<file path="src/rtl/eis_div_unit.sv">
`default_nettype none
// ============================================================================
//  Module      : eis_div_unit
//  Description : Sequential signed divider for the EIS DIV instruction.
//                A 2*WIDTH-bit signed dividend is divided by a WIDTH-bit
//                signed divisor, one quotient bit per clock. The core is a
//                restoring divider on magnitudes, followed by sign fix-up
//                and overflow detection. It produces the quotient, the
//                remainder, the N/Z/V/C flags and a write-back enable.
//  Revision    : 1.0 - initial release
// ============================================================================
module eis_div_unit #(
    parameter int WIDTH = 16
) (
    input  logic                 clk,
    input  logic                 reset_n,
    input  logic                 start,
    input  logic [2*WIDTH-1:0]   dividend,
    input  logic [WIDTH-1:0]     divisor,
    output logic                 ready,
    output logic                 done,
    output logic [WIDTH-1:0]     quotient,
    output logic [WIDTH-1:0]     remainder,
    output logic                 wb_en,
    output logic                 cc_n,
    output logic                 cc_z,
    output logic                 cc_v,
    output logic                 cc_c
);

    localparam int               c_CNT_W    = $clog2(WIDTH + 1);
    localparam logic [c_CNT_W-1:0] c_CNT_INIT = c_CNT_W'(WIDTH);
    localparam logic [c_CNT_W-1:0] c_CNT_ONE  = c_CNT_W'(1);
    // Magnitude of the most negative W-bit value (2^(W-1))
    localparam logic [WIDTH-1:0] c_MIN_MAG  = {1'b1, {(WIDTH-1){1'b0}}};

    typedef enum logic [1:0] {
        S_IDLE   = 2'd0,
        S_PREP   = 2'd1,
        S_DIVIDE = 2'd2,
        S_FINISH = 2'd3
    } state_t;

    state_t                 r_state;
    logic [2*WIDTH-1:0]     r_dd;        // latched dividend
    logic [WIDTH-1:0]       r_ds;        // latched divisor
    logic [WIDTH:0]         r_pr;        // partial remainder
    logic [WIDTH-1:0]       r_lo;        // dividend low half, becomes quotient
    logic [WIDTH-1:0]       r_mds;       // divisor magnitude
    logic                   r_neg_q;
    logic                   r_neg_r;
    logic                   r_err_dz;
    logic                   r_err_ov;
    logic [c_CNT_W-1:0]     r_cnt;
    logic                   r_ready;
    logic                   r_done;
    logic [WIDTH-1:0]       r_q;
    logic [WIDTH-1:0]       r_r;
    logic                   r_wb;
    logic                   r_n;
    logic                   r_z;
    logic                   r_v;
    logic                   r_c;

    logic [2*WIDTH-1:0]     w_mag_dd;
    logic [WIDTH-1:0]       w_mag_ds;
    logic                   w_ds_zero;
    logic                   w_early_ov;
    logic [WIDTH:0]         w_pr_sh;
    logic [WIDTH:0]         w_mds_ext;
    logic                   w_ge;
    logic [WIDTH:0]         w_pr_sub;
    logic [WIDTH-1:0]       w_uq;
    logic [WIDTH-1:0]       w_ur;
    logic [WIDTH-1:0]       w_q_s;
    logic [WIDTH-1:0]       w_r_s;
    logic                   w_late_ov;

    // Operand magnitudes; the most negative dividend maps to 2^(2W-1) unsigned
    assign w_mag_dd   = r_dd[2*WIDTH-1] ? -r_dd : r_dd;
    assign w_mag_ds   = r_ds[WIDTH-1]   ? -r_ds : r_ds;
    assign w_ds_zero  = (r_ds == '0);
    // Quotient cannot fit in W unsigned bits when the high half already reaches the divisor
    assign w_early_ov = !w_ds_zero && (w_mag_dd[2*WIDTH-1:WIDTH] >= w_mag_ds);

    // Restoring step: shift {pr, lo} left by one and trial-subtract the divisor.
    // A carry out of the partial remainder means it is certainly >= divisor.
    assign w_pr_sh    = {r_pr[WIDTH-1:0], r_lo[WIDTH-1]};
    assign w_mds_ext  = {1'b0, r_mds};
    assign w_ge       = r_pr[WIDTH] || (w_pr_sh >= w_mds_ext);
    assign w_pr_sub   = w_pr_sh - w_mds_ext;

    // Sign fix-up and signed range check on the unsigned result
    assign w_uq       = r_lo;
    assign w_ur       = r_pr[WIDTH-1:0];
    assign w_q_s      = r_neg_q ? -w_uq : w_uq;
    assign w_r_s      = r_neg_r ? -w_ur : w_ur;
    assign w_late_ov  = r_neg_q ? (w_uq > c_MIN_MAG) : w_uq[WIDTH-1];

    // Control FSM with datapath and registered results
    always_ff @(posedge clk or negedge reset_n) begin
        if (!reset_n) begin
            r_state  <= S_IDLE;
            r_dd     <= '0;
            r_ds     <= '0;
            r_pr     <= '0;
            r_lo     <= '0;
            r_mds    <= '0;
            r_neg_q  <= 1'b0;
            r_neg_r  <= 1'b0;
            r_err_dz <= 1'b0;
            r_err_ov <= 1'b0;
            r_cnt    <= '0;
            r_ready  <= 1'b1;
            r_done   <= 1'b0;
            r_q      <= '0;
            r_r      <= '0;
            r_wb     <= 1'b0;
            r_n      <= 1'b0;
            r_z      <= 1'b0;
            r_v      <= 1'b0;
            r_c      <= 1'b0;
        end else begin
            case (r_state)
                S_IDLE: begin
                    r_done <= 1'b0;
                    if (start) begin
                        r_dd    <= dividend;
                        r_ds    <= divisor;
                        r_ready <= 1'b0;
                        r_state <= S_PREP;
                    end
                end
                S_PREP: begin
                    r_mds    <= w_mag_ds;
                    r_neg_q  <= r_dd[2*WIDTH-1] ^ r_ds[WIDTH-1];
                    r_neg_r  <= r_dd[2*WIDTH-1];
                    r_pr     <= {1'b0, w_mag_dd[2*WIDTH-1:WIDTH]};
                    r_lo     <= w_mag_dd[WIDTH-1:0];
                    r_cnt    <= c_CNT_INIT;
                    r_err_dz <= w_ds_zero;
                    r_err_ov <= w_early_ov;
                    if (w_ds_zero || w_early_ov) begin
                        r_state <= S_FINISH;
                    end else begin
                        r_state <= S_DIVIDE;
                    end
                end
                S_DIVIDE: begin
                    r_pr  <= w_ge ? w_pr_sub : w_pr_sh;
                    r_lo  <= {r_lo[WIDTH-2:0], w_ge};
                    r_cnt <= r_cnt - c_CNT_ONE;
                    if (r_cnt == c_CNT_ONE) begin
                        r_state <= S_FINISH;
                    end
                end
                S_FINISH: begin
                    r_done  <= 1'b1;
                    r_ready <= 1'b1;
                    r_state <= S_IDLE;
                    if (r_err_dz) begin
                        r_q  <= '0;
                        r_r  <= '0;
                        r_wb <= 1'b0;
                        r_n  <= 1'b0;
                        r_z  <= 1'b0;
                        r_v  <= 1'b1;
                        r_c  <= 1'b1;
                    end else if (r_err_ov || w_late_ov) begin
                        r_q  <= '0;
                        r_r  <= '0;
                        r_wb <= 1'b0;
                        r_n  <= 1'b0;
                        r_z  <= 1'b0;
                        r_v  <= 1'b1;
                        r_c  <= 1'b0;
                    end else begin
                        r_q  <= w_q_s;
                        r_r  <= w_r_s;
                        r_wb <= 1'b1;
                        r_n  <= w_q_s[WIDTH-1];
                        r_z  <= (w_q_s == '0);
                        r_v  <= 1'b0;
                        r_c  <= 1'b0;
                    end
                end
                default: begin
                    r_state <= S_IDLE;
                    r_ready <= 1'b1;
                    r_done  <= 1'b0;
                end
            endcase
        end
    end

    assign ready     = r_ready;
    assign done      = r_done;
    assign quotient  = r_q;
    assign remainder = r_r;
    assign wb_en     = r_wb;
    assign cc_n      = r_n;
    assign cc_z      = r_z;
    assign cc_v      = r_v;
    assign cc_c      = r_c;

endmodule
`default_nettype wire

</file>
<file path="config.mk">
export PLATFORM = sky130hd
export DESIGN_NAME = eis_div_unit
export DESIGN_NICKNAME = d
export VERILOG_FILES = /design/src/rtl/eis_div_unit.sv
export SDC_FILE = /design/constraint.sdc
export NUM_CORES = 1
export LEC_CHECK = 0
export ABC_AREA = 1
export BUFFER_PORTS_ARGS = -buffer_cell sky130_fd_sc_hd__buf_4
export CAP_MARGIN = 15
export CORE_AREA = 2 2 137 139
export CTS_CLUSTER_SIZE = 25
export DETAILED_ROUTE_END_ITERATION = 6
export DIE_AREA = 0 0 139 141
export PLACE_DENSITY = 0.8
export REMOVE_ABC_BUFFERS = 1
export SKIP_LAST_GASP = 1
export SYNTH_ARGS = -nofsm -noshare
export SYNTH_HDL_FRONTEND = slang
export SYNTH_SLANG_ARGS = --single-unit
</file>
<file path="constraint.sdc">
create_clock -name clk -period 3 [get_ports clk]
set_input_delay 0.15 -clock clk [delete_from_list [all_inputs] [get_ports clk]]
set_output_delay 0.15 -clock clk [all_outputs]
set_load 0.01 [all_outputs]
</file>
==> flow_summary.ini, run 1 <==
[timing]
drv_slew = 0
fmax_mhz = 380
slew_headroom_pct = 57.0
final-hold-violation-count = 0
rsz0062_at_grt = false
fin_skew_ps = 6.38
period_share_pct = 87.7
finalSetupViolCount = 0
fin_crit_ps = 2630
timing.hold.ws_ps = 11.6
tightestPinTransition_ps = 644
setup_slack_ps = 369
setup_tns_ps = 0

[critical_path]
crit_chain = inv_1 -> ha_1 -> nand3_1 -> nor2_1 -> nand2_1 -> nor2_2 -> nand2_1 -> nand2_1 -> xor2_1 -> inv_1 -> ha_1 -> nand4_1 -> nor3_1 -> nand3_1 -> nand4_1 -> nand2_1 -> a21oi_1
end_kind = flop
crit_required_ps = 3360
crit_type = reg -> reg
ff2ff_setup_slack_ps = 370
cp_max_fo = 5
cp_slowest_cell = dfrtp_1
worstPathArrival_ps = 2990
cp-start-kind = flop
timing.rr.start = r_ds[0]
rr_endpoint = r_state[0]
cp_common_cell = nand2_1
max_stage_delay_ps = 390
reg2regPathDepth = 17

[floorplan]
rows = 50
die_h_um = 141
core_um2 = 18300
die-area_um2 = 19600
die_w_um = 139
start_util_pct = 53.7
num_io_pins = 90

[synthesis]
ys_warn_count = 0
netlist.area_leader.share_pct = 37.0
synth_cell_types = 48
synth_top_cell_by_area = dfrtp_1
synth_compound_area_share_pct = 12.1
ys_seq_area_share_pct = 37.2
syn_area_per_cell_um2 = 7.04
synth_area_um2 = 9810
synth_area_leaders = dfrtp_1, nand2_1, inv_1
async_reset_ff_share_pct = 100
synth_simple_gate_area_share_pct = 31.8
synth-edff-count = 0
synth_top_family_by_area = simple AND/OR/NAND/NOR gates
ys.flop_type = dfrtp_1
ys_ff_latch = 146
synth_cells = 1394
synth_xor_area_share_pct = 3.93
synthMuxAreaShare_pct = 0
synthAdderAreaFrac_pct = 5.69

[power]
power_switching_uw = 7980
p_comb_share_pct = 62.1
swShare_pct = 50.3
p_per_area_nw_per_um2 = 1340
intPower_uw = 7870
power_frac_seq_pct = 23.2
p_clk_share_pct = 14.8
ir_drop_mv = 0.670
p_leak_uw = 0.00607

[hold_path]
hold_class = in -> reg
min_delay_path_depth = 3
whs_endpoint = r_dd[30]
hp-start = dividend[30]

[layout]
fin_util_pct = 64.9
drive_gt1_share_pct = 12.5
layout_commonest_cell = nand2_1
fillers = 1624
mostFrequentLayoutCells = nand2_1, inv_1, dfrtp_1, nor2_1, nand3_1
layout.nets = 1623
design_area_um2 = 11900
syn2layout_area_growth_pct = 20.8
antenna_cells = 0

[clock_network]
cts_sinks = 146
clock-root-buffer = clkbuf_16
cts_tree = done
cts_buffers = 17
clk_pin_slew_ps = 60
clockBufferDepth = 2
htreeDepth = 4
insertion_delay_ps = 430

[drt]
vias_per_cell = 5.42
wl_per_cell_um = 15.3
wl_mm = 27.1
vias = 9612
postRouteAntennaNets = 0
drt-initial-drc-count = 744
drc = 0
firstDrtPassIters = 5

[global_routing]
grt_pass1_wl_mm = 43.8
grt_overflow = 0
grt_pass1_vias = 8993
grt_max_degree = 72
track_usage_pct = 27.8
antenna_found_initial = 0

[placed_design]
portBuffers = 89
dpl_worst_slack_ps = 350
post-dp-hpwl_mm = 19.9
place_area_um2 = 10700
place_congestion = 0.985

[outcome]
outcome = finished, final reports clean

[flow_run]
max_cap_viol_count = 0
## sequential cells by signal (all words and copies together), names as in the netlist, 2 cells and up
signal,flops
quotient,16
r_cnt,5
r_dd,32
r_ds,16
r_lo,16
r_mds,16
r_pr,17
r_state,2
remainder,16
## through the flow
step                total power (uW)  cells
global route                   17200   1775
CTS                            15700   1774
detailed placement             13200   1695
floorplan                      10400   1347
finish                         15800   1775
global placement               13100   1695
## timing repair
| action | 4_1_cts | 5_1_grt |
|---|---|---|
| hold endpoints to repair | 113 | 1 |
| resized for setup | 0 | 1 |
| hold buffers | 47 | 1 |
| buffers inserted | 0 | 0 |
| endpoints found under the setup margin | 0 | 1 |
## power groups by stage
| stage | logic [uW] | clock network (uW) | registers [uW] |
|---|---|---|---|
| detailed placement | 9560 | 0 | 3680 |
| finish | 9830 | 2340 | 3670 |
| global placement | 9410 | 0 | 3640 |
| global route | 11000 | 2450 | 3770 |
| CTS | 9690 | 2360 | 3650 |
| floorplan | 6720 | 0 | 3640 |
## per-layer routing
layer | vias to the layer above | wire length [um] | track usage, %
met5 | - | 0 | 0
met4 | 0 | 830 | 11.4
met3 | 66 | 1900 | 4.52
met2 | 388 | 12100 | 44.0
met1 | 4436 | 12200 | 38.4
li1 | 4722 | - | -
## critical path, delay by kind of cell (launching register included)
kind                       cells  cell delay (ps)
and+or+nand+nor               11             1160
adders and majority gates      2              490
DFF                            1              390
xor gates and xnor gates       1              220
buffers and inverters          2              180
AOI/OAI and AO/OA              1              110
## cells in the mapped netlist (4+ instances only)
library cell,number
inv_2,6
ha_1,43
nand2_2,10
a22o_1,14
buf_6,4
o21bai_1,5
nand4_1,9
xor2_1,36
inv_1,170
nand3_1,117
o21ai_2,10
nand3b_1,6
a21oi_1,32
nand3_2,4
nor2_2,6
nor3_1,9
o221ai_1,11
o211ai_1,6
o21ai_0,97
nand2_1,443
xnor2_1,8
buf_2,7
clkbuf_1,30
nor2_1,129
dfrtp_1,145
o22ai_1,4
## how the worst max path moves through the flow
stage / slack (ps) / endpoint / start
after floorplan: 20 / r_lo[15] / r_state[0]
after global placement: 420 / r_state[0] / r_ds[0]
after detailed placement: 350 / r_state[0] / r_ds[0]
after CTS: 320 / r_state[0] / r_ds[0]
after global routing: 30 / r_state[0] / r_ds[0]
final: 370 / r_state[0] / r_ds[0]
## final cells by class
| class | count | area (um2) | area share, % |
|---|---|---|---|
| clock buffer | 19 | 433 | 3.65 |
| clock inverter | 13 | 206 | 1.74 |
| tap | 234 | 293 | 2.47 |
| timing repair buffer | 162 | 1350 | 11.4 |
| sequential | 146 | 3650 | 30.8 |
| multi-input combinational | 1024 | 5250 | 44.3 |
| inverter | 177 | 664 | 5.61 |
## kinds of logic (layout without fill, tap and decap cells)
group | after synthesis | count (layout)
AND/OR/NAND/NOR | 743 | 743
adder cells (fa/ha/maj) | 44 | 44
AO/OA/AOI/OAI | 193 | 193
buffers and inverters | 224 | 371
flip-flops | 146 | 146
XOR/XNOR | 44 | 44
Note: power is estimated with default switching activity, not from simulation.
==> run 2: changes to the inputs <==
==> constraint.sdc (replaced) <==
create_clock -name clk -period 3 [get_ports clk]
set_input_delay 0.6 -clock clk [delete_from_list [all_inputs] [get_ports clk]]
set_output_delay 0.6 -clock clk [all_outputs]
set_load 0.01 [all_outputs]
==> run 2 against run 1 <==
  * First-iteration DRC count down 5.5%
  * Routed wire length decreased by 3.2%
  * Via count is 2.8% lower
  * Flip-flop and latch count did not move
  * Count of clock-buffer cells in the layout is 5 higher
  * Clock power barely moved
  * Critical path depth is 1 lower
  * Maximum frequency down 1.6%
  * Combinational power down 1%
  * Non-clock buffer count fell by 49
  * Clock skew rose by 3.0 ps
  * Die area is the same
  * Critical endpoint unchanged
==> flow_summary.ini, run 2 (same netlist as run 1, synthesis figures left out) <==
[outcome]
outcome = finished, final reports clean

[clock_network]
cts_buffers = 17
clk_pin_slew_ps = 60
clock-root-buffer = clkbuf_16
cts_hold_buf = 0
clockBufferDepth = 2
cts_tree = done
cts_resized = 0
cts_sinks = 146
htreeDepth = 4
cts_setup_buffers = 0
insertion_delay_ps = 440

[floorplan]
core_um2 = 18300
num_io_pins = 90
rows = 50
die_h_um = 141
die_w_um = 139
die-area_um2 = 19600
start_util_pct = 53.7

[global_routing]
track_usage_pct = 27.2
antenna_found_initial = 0
grt_pass1_wl_mm = 42.8
grt_pass1_vias = 8645
grt_max_degree = 54
grt_overflow = 0

[timing]
fmax_mhz = 374
rsz0062_at_grt = false
period_share_pct = 89.1
fin_skew_ps = 9.43
fin_crit_ps = 2670
slew_headroom_pct = 64.8
drv_slew = 0
setup_tns_ps = 0
final-hold-violation-count = 0
setup_slack_ps = 327
tightestPinTransition_ps = 522
finalSetupViolCount = 0

[drt]
postRouteAntennaNets = 0
vias_per_cell = 5.41
firstDrtPassIters = 7
wl_per_cell_um = 15.2
wl_mm = 26.2
drt-initial-drc-count = 703
drc = 0
vias = 9340

[critical_path]
cp-start-kind = flop
crit_chain = nor2_1 -> nand2_1 -> nor2_2 -> nand3_1 -> nand2_1 -> nand3_1 -> and2_1 -> ha_1 -> nand2_1 -> inv_1 -> nor2_1 -> o21ai_0 -> a21oi_1 -> nand4_1 -> nand2_1 -> a21oi_1
crit_type = reg -> reg
worstPathArrival_ps = 2980
crit_family = simple AND/OR/NAND/NOR gates
end_kind = flop
worst-path-buf-inv = 1
crit_required_ps = 3310
max_stage_delay_ps = 420
cp_common_cell = nand2_1
reg2regPathDepth = 16
cp_slowest_cell = dfrtp_1
cp.depth = 16
cp_max_fo = 4

[layout]
largest_reg_flops = 32
layout.nets = 1574
top_regs = r_dd x32, r_pr x17
syn2layout_area_growth_pct = 16.1
layout_commonest_cell = nand2_1
top_register = r_dd
antenna_cells = 0
drive_gt1_share_pct = 12.9
mostFrequentLayoutCells = nand2_1, inv_1, dfrtp_1, nor2_1, nand3_1

[placed_design]
place_congestion = 0.991
post-dp-hpwl_mm = 20.0
portBuffers = 89
dpl_worst_slack_ps = 326

[flow_run]
max_cap_viol_count = 0

[power]
ir_drop_mv = 0.580
power_uw = 15800
p_per_area_nw_per_um2 = 1390
p_leak_uw = 0.00589

[hold_path]
hold_class = in -> async
## run 2: cell type report
class / instances / area (um2)
clock buffers: 24 / 502
clock inverters: 8 / 148
fillers: 1693 / 6870
inverters: 177 / 664
multi-input cells: 1024 / 5260
flip-flops and latches: 146 / 3650
well taps: 234 / 293
repair buffers: 113 / 877
## run 2: final timing paths
path	start	endpoint	slack (ps)
hold reg to reg	wb_en	wb_en	480
min in group clk	dividend[15]	r_dd[15]	360
hold / removal	reset_n	r_dd[31]	110
max in group asynchronous	reset_n	r_mds[9]	2140
setup reg to reg	r_dd[8]	r_state[0]	330
setup / recovery	r_dd[8]	r_state[0]	330
## run 2: worst register-to-register path: cells and delay by family, from the launching register on
family | cells | cell delay [ps]
adders and majority gates | 1 | 300
DFF | 1 | 420
buffers and inverters | 1 | 30
and+or+nand+nor | 11 | 1480
AOI/OAI and AO/OA | 3 | 310
## run 2: metal layers
layer | GRT usage, % | share of wire (%)
met5 | 0 | 0
met4 | 8.88 | 2.2
met3 | 4.08 | 7.6
met2 | 43.0 | 44
met1 | 38.8 | 46
## run 2: stage by stage
step | instance area, um2 | hold WS [ps] | util [%] | instances
2_1_floorplan | 9560 | 304 | - | 1347
3_3_place_gp | 10700 | 465 | 58.8 | 1694
3_5_place_dp | 10700 | 467 | 58.8 | 1694
4_1_cts | 11400 | 132 | 62.3 | 1726
5_1_grt | 11400 | 150 | 62.4 | 1726
6_report | 11400 | 109 | 62.4 | 1726
## run 2: report_power, final
group | internal, uW | total, uW | switching, uW
Combinational | 3450 | 9720 | 6270
Clock | 1500 | 2360 | 857
Sequential | 2900 | 3700 | 798
Total | 7860 | 15800 | 7920
